==> config.mk <==
export PLATFORM = sky130hd
export DESIGN_NAME = bus_arb_2
export DESIGN_NICKNAME = d
export VERILOG_FILES = /design/src/rtl/bus_arb_2.sv
export SDC_FILE = /design/constraint.sdc
export NUM_CORES = 1
export LEC_CHECK = 0
export CORE_MARGIN = 2
export CORE_UTILIZATION = 41
export DETAILED_ROUTE_END_ITERATION = 16
export PLACE_DENSITY = 0.79
export SLEW_MARGIN = 5
export SYNTH_ARGS = -nofsm -noshare
export SYNTH_HDL_FRONTEND = slang
export SYNTH_SLANG_ARGS = --single-unit
==> constraint.sdc <==
create_clock -name bus_clk -period 2.5 [get_ports bus_clk]
set_clock_uncertainty 0.2 [all_clocks]
set_input_delay 0.25 -clock bus_clk [delete_from_list [all_inputs] [get_ports bus_clk]]
set_output_delay 0.25 -clock bus_clk [all_outputs]
set_load 0.03 [all_outputs]
==> src/rtl/bus_arb_2.sv <==
// bus_arb_2 -- two-requester round-robin arbiter onto a single-outstanding sub-bus.
//
// A granted transaction runs IDLE -> WR -> DONE for writes, or
// IDLE -> RD -> [RD_WAIT]* -> DONE for reads.  Every output is registered.
// A read that sees no bus_rd_ack within TIMEOUT wait cycles completes with
// a 32'hDEADBEEF pattern and the error flag set.
//
// Parameters
//   ADDR_W   bus address width
//   DATA_W   bus data width
//   TIMEOUT  maximum RD_WAIT cycles before error completion
//
// Ports
//   bus_clk, bus_reset_l                  clock, asynchronous active-low reset
//   mN_req/we/addr/wdata/be   (in)        requester N transaction, held until mN_ack
//   mN_ack/rdata/err          (out)       one-cycle completion pulse, read data, error
//   bus_rd_req/bus_wr_req     (out)       one-cycle sub-bus strobes
//   bus_addr/bus_wr_data/bus_be (out)     latched transaction fields, held until next grant
//   bus_rd_ack/bus_rd_data    (in)        sub-bus read response

module bus_arb_2 #(
  parameter int ADDR_W  = 32,
  parameter int DATA_W  = 32,
  parameter int TIMEOUT = 255
) (
  input  logic              bus_clk,
  input  logic              bus_reset_l,

  input  logic              m0_req,
  input  logic              m0_we,
  input  logic [ADDR_W-1:0] m0_addr,
  input  logic [DATA_W-1:0] m0_wdata,
  input  logic [3:0]        m0_be,
  output logic              m0_ack,
  output logic [DATA_W-1:0] m0_rdata,
  output logic              m0_err,

  input  logic              m1_req,
  input  logic              m1_we,
  input  logic [ADDR_W-1:0] m1_addr,
  input  logic [DATA_W-1:0] m1_wdata,
  input  logic [3:0]        m1_be,
  output logic              m1_ack,
  output logic [DATA_W-1:0] m1_rdata,
  output logic              m1_err,

  output logic              bus_rd_req,
  output logic              bus_wr_req,
  output logic [ADDR_W-1:0] bus_addr,
  output logic [DATA_W-1:0] bus_wr_data,
  output logic [3:0]        bus_be,
  input  logic              bus_rd_ack,
  input  logic [DATA_W-1:0] bus_rd_data
);

  // Wide enough to count up to TIMEOUT without wrapping.
  localparam int CNT_W = (TIMEOUT < 2) ? 1 : $clog2(TIMEOUT + 1);
  localparam logic [CNT_W-1:0]  CNT_MAX        = CNT_W'(TIMEOUT);
  localparam logic [31:0]       TIMEOUT_DATA32 = 32'hDEADBEEF;
  localparam logic [DATA_W-1:0] TIMEOUT_DATA   = DATA_W'(TIMEOUT_DATA32);

  typedef enum logic [2:0] {
    IDLE,
    WR,
    RD,
    RD_WAIT,
    DONE
  } state_t;

  state_t            state, state_nxt;
  logic              last_grant, last_grant_nxt;
  logic              grant, grant_nxt;
  logic [CNT_W-1:0]  cnt, cnt_nxt;

  logic              bus_rd_req_nxt, bus_wr_req_nxt;
  logic [ADDR_W-1:0] bus_addr_nxt;
  logic [DATA_W-1:0] bus_wr_data_nxt;
  logic [3:0]        bus_be_nxt;
  logic              m0_ack_nxt, m1_ack_nxt;
  logic [DATA_W-1:0] m0_rdata_nxt, m1_rdata_nxt;
  logic              m0_err_nxt, m1_err_nxt;

  logic              sel;
  logic              sel_we;
  logic              complete;
  logic              load_rdata;
  logic [DATA_W-1:0] comp_data;
  logic              comp_err;

  always_ff @(posedge bus_clk or negedge bus_reset_l) begin
    if (!bus_reset_l) begin
      state       <= IDLE;
      last_grant  <= 1'b1;
      grant       <= 1'b0;
      cnt         <= '0;
      bus_rd_req  <= 1'b0;
      bus_wr_req  <= 1'b0;
      bus_addr    <= '0;
      bus_wr_data <= '0;
      bus_be      <= '0;
      m0_ack      <= 1'b0;
      m1_ack      <= 1'b0;
      m0_rdata    <= '0;
      m1_rdata    <= '0;
      m0_err      <= 1'b0;
      m1_err      <= 1'b0;
    end else begin
      state       <= state_nxt;
      last_grant  <= last_grant_nxt;
      grant       <= grant_nxt;
      cnt         <= cnt_nxt;
      bus_rd_req  <= bus_rd_req_nxt;
      bus_wr_req  <= bus_wr_req_nxt;
      bus_addr    <= bus_addr_nxt;
      bus_wr_data <= bus_wr_data_nxt;
      bus_be      <= bus_be_nxt;
      m0_ack      <= m0_ack_nxt;
      m1_ack      <= m1_ack_nxt;
      m0_rdata    <= m0_rdata_nxt;
      m1_rdata    <= m1_rdata_nxt;
      m0_err      <= m0_err_nxt;
      m1_err      <= m1_err_nxt;
    end
  end

  always_comb begin
    state_nxt       = state;
    last_grant_nxt  = last_grant;
    grant_nxt       = grant;
    cnt_nxt         = cnt;
    bus_rd_req_nxt  = 1'b0;
    bus_wr_req_nxt  = 1'b0;
    bus_addr_nxt    = bus_addr;
    bus_wr_data_nxt = bus_wr_data;
    bus_be_nxt      = bus_be;
    m0_ack_nxt      = 1'b0;
    m1_ack_nxt      = 1'b0;
    m0_rdata_nxt    = m0_rdata;
    m1_rdata_nxt    = m1_rdata;
    m0_err_nxt      = m0_err;
    m1_err_nxt      = m1_err;
    sel             = 1'b0;
    sel_we          = 1'b0;
    complete        = 1'b0;
    load_rdata      = 1'b0;
    comp_data       = '0;
    comp_err        = 1'b0;

    case (state)
      IDLE: begin
        if (m0_req || m1_req) begin
          // On a tie the requester not granted last wins.
          sel             = (m0_req && m1_req) ? ~last_grant : m1_req;
          sel_we          = sel ? m1_we : m0_we;
          grant_nxt       = sel;
          last_grant_nxt  = sel;
          bus_addr_nxt    = sel ? m1_addr  : m0_addr;
          bus_wr_data_nxt = sel ? m1_wdata : m0_wdata;
          bus_be_nxt      = sel ? m1_be    : m0_be;
          if (sel_we) begin
            state_nxt      = WR;
            bus_wr_req_nxt = 1'b1;
          end else begin
            state_nxt      = RD;
            bus_rd_req_nxt = 1'b1;
          end
        end
      end

      WR: begin
        complete = 1'b1;
      end

      RD: begin
        cnt_nxt = '0;
        if (bus_rd_ack) begin
          complete   = 1'b1;
          load_rdata = 1'b1;
          comp_data  = bus_rd_data;
        end else begin
          state_nxt = RD_WAIT;
        end
      end

      RD_WAIT: begin
        if (bus_rd_ack) begin
          complete   = 1'b1;
          load_rdata = 1'b1;
          comp_data  = bus_rd_data;
        end else if (cnt == CNT_MAX) begin
          complete   = 1'b1;
          load_rdata = 1'b1;
          comp_data  = TIMEOUT_DATA;
          comp_err   = 1'b1;
        end else begin
          cnt_nxt = cnt + CNT_W'(1);
        end
      end

      DONE: begin
        state_nxt = IDLE;
      end

      default: begin
        state_nxt = IDLE;
      end
    endcase

    // Only the granted requester's ack/rdata/err move on completion.
    if (complete) begin
      state_nxt = DONE;
      if (!grant) begin
        m0_ack_nxt = 1'b1;
        m0_err_nxt = comp_err;
        if (load_rdata) begin
          m0_rdata_nxt = comp_data;
        end
      end else begin
        m1_ack_nxt = 1'b1;
        m1_err_nxt = comp_err;
        if (load_rdata) begin
          m1_rdata_nxt = comp_data;
        end
      end
    end
  end

endmodule

# Word-level counts from Yosys, hierarchy flattened
# Index checks and enable logic that the tools add are counted.
# word_totals
regBits	151
out_inout_bits	138
# classes
add_sub_neg	1
eq_ne	9
muxes	34
n_bitwise	2
reduce_logical	12
# ops
op	n
2-to-1 mux 32 bit	5
one-hot mux 32 bit (2 select lines)	1
2-to-1 mux 1 bit	17
2-to-1 mux 8 bit	2
one-hot mux 8 bit (2 select lines)	1
AND reduction 3 bit	4
2-to-1 mux 3 bit	3
one-hot mux 3 bit (3 select lines)	1
adder 8 x 1 -> 8 bit, second input constant	1
equality test 8 bit, second input constant	1
equality test 3 x 2 -> 1 bit, second input constant	2
inequality test 3 bit, second input constant	2
AND reduction 2 bit	3
2-to-1 mux 4 bit	1
inequality test 2 bit, second input constant	2
equality test 3 x 1 -> 1 bit, second input constant	1
logical NOT 3 bit	1
one-hot mux 1 bit (3 select lines)	1
2-to-1 mux 2 bit	1
inequality test 2 x 1 -> 1 bit, second input constant	1
inverter 1 bit	2
one-hot mux 1 bit (2 select lines)	1
nonzero test 2 bit	1
OR reduction 2 bit	1
2 further kinds	2

# Logic depth before layout (Yosys ltp)
# Gate-level depths: netlist of run 1.
# logic_depth
depth_word	7
depth_mapped	7
ltp_nobuf	5

# Worst setup path after synthesis of run 1
# OpenSTA, ideal clock, no wires.
# synth_timing
kind	flip-flop to flip-flop
start	register cnt[0]
end	register m0_rdata[10]
setup_time_ps	139
arrival_ps	1567
path_slack_ps	594
path_stages_with_launch	8
cell_sequence	dfrtp_1 > ha_1 > and3_1 > and3_1 > buf_4 > o21a_4 > buf_6 > a2bb2oi_1
# synth_via
elab_chain_len	5
# synth_rtl
element	line	text
from (decl)	73	logic [CNT_W-1:0] cnt, cnt_nxt;
from (signal assigned)	111	cnt <= cnt_nxt;
equality test 8 bit (*)	190	end else if (cnt == CNT_MAX) begin
2-to-1 mux 1 bit	190	
2-to-1 mux 1 bit	186	if (bus_rd_ack) begin
one-hot mux 1 bit (3 select lines) or one-hot mux 1 bit (2 select lines) (tied branches)	149	case (state)
AND reduction 3 bit (no source line)	n/a	
to (signal assigned)	119	m0_rdata <= m0_rdata_nxt;
to (decl)	35	output logic [DATA_W-1:0] m0_rdata,
# Every way passes the cells marked *; elsewhere a longest branch is shown, timed or not.
# A chain may end at the register's enable or synchronous reset.

# Worst setup path in the final report of run 1
# layout_timing
start	register state[1]
end	register m1_rdata[12]
# layout_via
elab_chain_len	3
# layout_rtl
element	line	text
from (decl)	70	state_t state, state_nxt;
from (signal assigned)	108	state <= state_nxt;
equality test 3 x 2 -> 1 bit or equality test 3 x 1 -> 1 bit (tied branches)	149	
one-hot mux 1 bit (3 select lines) or one-hot mux 1 bit (2 select lines) (tied branches)	149	
AND reduction 3 bit (no source line)	n/a	
to (signal assigned)	120	m1_rdata <= m1_rdata_nxt;
to (decl)	44	output logic [DATA_W-1:0] m1_rdata,
# Parallel ways exist; a longest one is shown, timed or not.

==> results.md, run 1 <==
- For this design the static power due to leakage is 4.32 nW.
- In this run, CTS created clock tree buffers numbering 17.
- The proportion of netlist area held by the largest area contributor is a little under three fifths.
- Data on the critical path arrives at its endpoint at 2270 ps.
- In this run the cell area measured after placement is a little under 10000 um2.
- The number of enable flip-flop cells after synthesis is 0.
- The slowest stage of the critical path belongs to the cell sky130_fd_sc_hd__dfrtp_1.
- For this run, the leading register cell type out of synthesis is sky130_fd_sc_hd__dfrtp_1.
- The most critical setup path has its startpoint at state[1].
- Once placement completed, the tool counted placed cells totaling between 1000 and 1500.
- The post-synthesis sequential area ratio is between 50% and 60%.
- The maximum frequency from static timing analysis is 0.463 GHz.
- Max-cap violations in this run came to 0.
- After synthesis, the cell types taking the most area are sky130_fd_sc_hd__dfrtp_1 (57%), sky130_fd_sc_hd__mux2i_1 (10%), sky130_fd_sc_hd__a2bb2oi_1 (6.1%).
- The maximum number of pins on one net before global-route repair is 83.
- The layout net count is roughly 1000.
- The height of the chip is 131 um.
- The cell area power density is 1350 nW/um2.
- The fraction of registers with async set or reset after synthesis is 100%.
- Summed over all nets, the half-perimeter wirelength after detailed placement is between 10000 and 15000 um.
- Dividing the final minimum period by the clock period gives approximately 86%.
- Global routing used 22.6% of the available tracks across all layers.
- Setup violations remaining at the end of the flow were counted as 0.
- The global-route wire length before repair is between 20000 and 30000 um.
- For this run, the number of Yosys warnings is 0.
- The maximum cell stage delay along the critical path is just over 500 ps.
- TritonCTS built the clock tree.
- The first routing iteration left 314 violations.
- Averaged over all synthesized cells, the footprint is 11.8 um2.
- The type of the tightest min-delay check is in2async.
- The maximum fanout along the worst path is 24.
- Setup repair after global routing left no endpoint under its margin.
- The transition time at the pin with the least slew margin is 554 ps.
- The cell area that synthesis handed to floorplanning was 6590 um2.
- In the final timing run, aggregate negative setup slack is 0 ps.
- The most common cell in the synthesized netlist is sky130_fd_sc_hd__dfrtp_1.
- VDD sags by at most between 800 and 900 uV.
- Once the floorplan was initialized, standard cells occupied between 40% and 50% of the core.
- The H-tree depth reported by CTS is 4.
- The insertion delay of the later-clocked pin in the worst-skew pair is 410 ps.
- STA classifies the critical path startpoint as a register.
- The final hold violation count was 0.
- The met2 wire length is about 10000 um.
- In the synthesized netlist, the cells that appear most often are sky130_fd_sc_hd__dfrtp_1 (150), sky130_fd_sc_hd__a21oi_1 (75), sky130_fd_sc_hd__nor2_1 (71), sky130_fd_sc_hd__mux2i_1 (68), sky130_fd_sc_hd__a2bb2oi_1 (46).
- Of the cells placed in the final design, the portion with a size suffix greater than 1 is 7.99%.
- The startpoint identified for the worst register-to-register timing path is state[1].
- The via count is 5640.
- The final weighted congestion in routability-driven placement is 0.830.
- The number of input and output port buffers inserted is 312.
- No sink is reached through more buffers than the 2 on the longest clock path.
- The uppermost layer routed is met4.
- The number of buffers inserted for hold repair after clock tree synthesis is 1.
- Global routing finished with a remaining overflow of 0.
- Counting every sink on the clock net gives 151.
- For this run, design rule violations remaining after detail routing come to 0.
- After floorplanning, the core was sized to cover around 16000 um2.
- The start-to-end type of the worst setup path is reg2reg.
- The category of the worst setup path capture point is a register.
- Broken down by cell family, the worst path's largest delay share belongs to simple AND/OR/NAND/NOR gates.
- The count of pins on the block boundary is around 310.
- For this run, the detailed router's first-pass iteration total came to 4.
- The count of nets left with antenna violations once routing finished came out at 0.
- Summing all non-filler instances in the final layout gives an area of between 10000 and 15000 um2.
- The x dimension of the die is 131 um.
- The floorplan has 46 rows.
- The synthesized design spends more area on one cell type than any other, namely sky130_fd_sc_hd__dfrtp_1.
- The count of instances resized after the clock tree is built is 0.
- The number of instances in the synthesized netlist is 557.
- The max-slew violation count is 0.
- 0 antenna diodes ended up in the layout.
- The area added between synthesis and finish is 59.2%.
- The number of distinct library cells after synthesis is 43.
- Leaving out filler cells and counting taps, the final layout contains 1092.
- The number of antenna violations at the first check in global routing is 0.
- The worst pin sits at a relative slew slack of 63.1%.
- The routed design has just under 20000 um of wire.
- Dividing the detail-routed wire length by the instance count gives 18.2 um.
- In this run the clock root is driven by a sky130_fd_sc_hd__clkbuf_16.
- Buffers added to address setup during post-CTS repair amount to 0.
- After filler insertion, the fill cell instance count of the layout stands at around 1200.
- Counting I/O delays and the setup requirement, the final critical path takes 2160 ps.
- The run finished with clean final reports.
- The total met3 wirelength after detailed routing is 2060 um.
- The signal on the critical path passes through nor2b_4, and2_1, o21a_4, a2bb2oi_1.
- The vias per cell is slightly above 5.
- Clock-pin slew was measured on the worst setup and hold paths at around 60 ps.
- The die covers 17100 um2.
- The number of nets produced by synthesis is 733.
- The number of global-route vias before repair is slightly below 6000.
- After detailed routing, the wire length on met1 is 7400 um.
- The register bit count reported by yosys is 151.
- STA puts the critical path data required time at around 2600 ps.
- Counting both buffers and inverters, the worst setup path holds a total of 0.
-- final timing paths --
kind,endpoint,slack [ps],cells past startpoint
worst max-delay path,m1_rdata[12],340,4
worst min-delay path,state[0],130,2
worst min register to register,m0_rdata[4],300,1
worst max register to register,m1_rdata[12],340,4
max in group asynchronous,m0_rdata[13],1210,3
min in group bus_clk,bus_wr_data[11],270,3
-- power breakdown --
part	internal (W)	switching, W
Sequential	0.00360	0.000727
Clock	0.00135	0.000991
Combinational	0.00325	0.00420
-- metrics by stage --
stage               total power (W)  hold slack (ps)  utilization, %  setup slack, ps
finish                       0.0141              127            66.5              338
floorplan                   0.00861             -246               -              594
detailed placement           0.0118            -8.76            63.0              249
CTS                          0.0142              123            66.5              335
global route                 0.0149              155            66.5              251
global placement             0.0116            -20.5            63.0              388
-- final cells by class --
class / instances / area, um2 / area share [%]
clock inverter: 10 / 71.3 / 0.680
sequential: 151 / 3780 / 36.0
timing repair buffer: 331 / 3330 / 31.8
multi-input combinational: 359 / 2550 / 24.3
tap: 216 / 270 / 2.58
inverter: 3 / 11.3 / 0.107
clock buffer: 22 / 474 / 4.52
-- logic make-up after synthesis --
family,count (synthesis),synth area share (%)
flip-flops,151,57.4
AO/OA/AOI/OAI,157,17.1
buffers and inverters,47,4.08
multiplexers,75,11.6
adder cells (fa/ha/maj),1,0.190
AND/OR/NAND/NOR,126,9.68
-- cells in the final DEF, fill, tap and decap left out, drive strengths merged, types with 2 or more instances in the layout --
cell / instances
nand2: 4
nand3: 4
a2bb2oi: 48
inv: 5
or3: 2
a32o: 16
mux2i: 68
a21oi: 75
and2: 3
dfrtp: 150
o21ai: 4
nor2b: 27
o311ai: 2
o21a: 2
clkdlybuf4s50: 311
buf: 19
clkbuf: 22
clkinvlp: 4
mux2: 7
or4: 4
and3: 2
nand2b: 2
o31ai: 5
clkinv: 4
nor2: 72
-- sequential cells by signal (all words and copies together), names as in the netlist, 3 cells and up --
register	count
m0_rdata	32
cnt	8
m1_rdata	32
bus_be	4
state	3
bus_addr	32
bus_wr_data	32
-- metal layers --
| metal | global-route usage, % | vias up |
|---|---|---|
| met3 | 8.47 | 25 |
| li1 | - | 2630 |
| met5 | 0 | - |
| met1 | 24.9 | 2729 |
| met4 | 8.14 | 0 |
| met2 | 39.9 | 256 |
-- worst reg2reg max path: stages, from the launching register on --
cell and delay (ps):
sky130_fd_sc_hd__dfrtp_1 510, sky130_fd_sc_hd__nor2b_4 240, sky130_fd_sc_hd__and2_1 450, sky130_fd_sc_hd__o21a_4 410, sky130_fd_sc_hd__a2bb2oi_1 260
Note: power is estimated with default switching activity, not from simulation.
==> run 2: changes to the inputs <==
--- a/config.mk
+++ b/config.mk
@@ -7,6 +7,7 @@
 export LEC_CHECK = 0
 export CORE_MARGIN = 2
 export CORE_UTILIZATION = 41
+export CTS_CLUSTER_DIAMETER = 30
 export DETAILED_ROUTE_END_ITERATION = 16
 export PLACE_DENSITY = 0.79
 export SLEW_MARGIN = 5
==> results of run 2 <==
Final layout, timing and power as in run 1 (identical DEF).
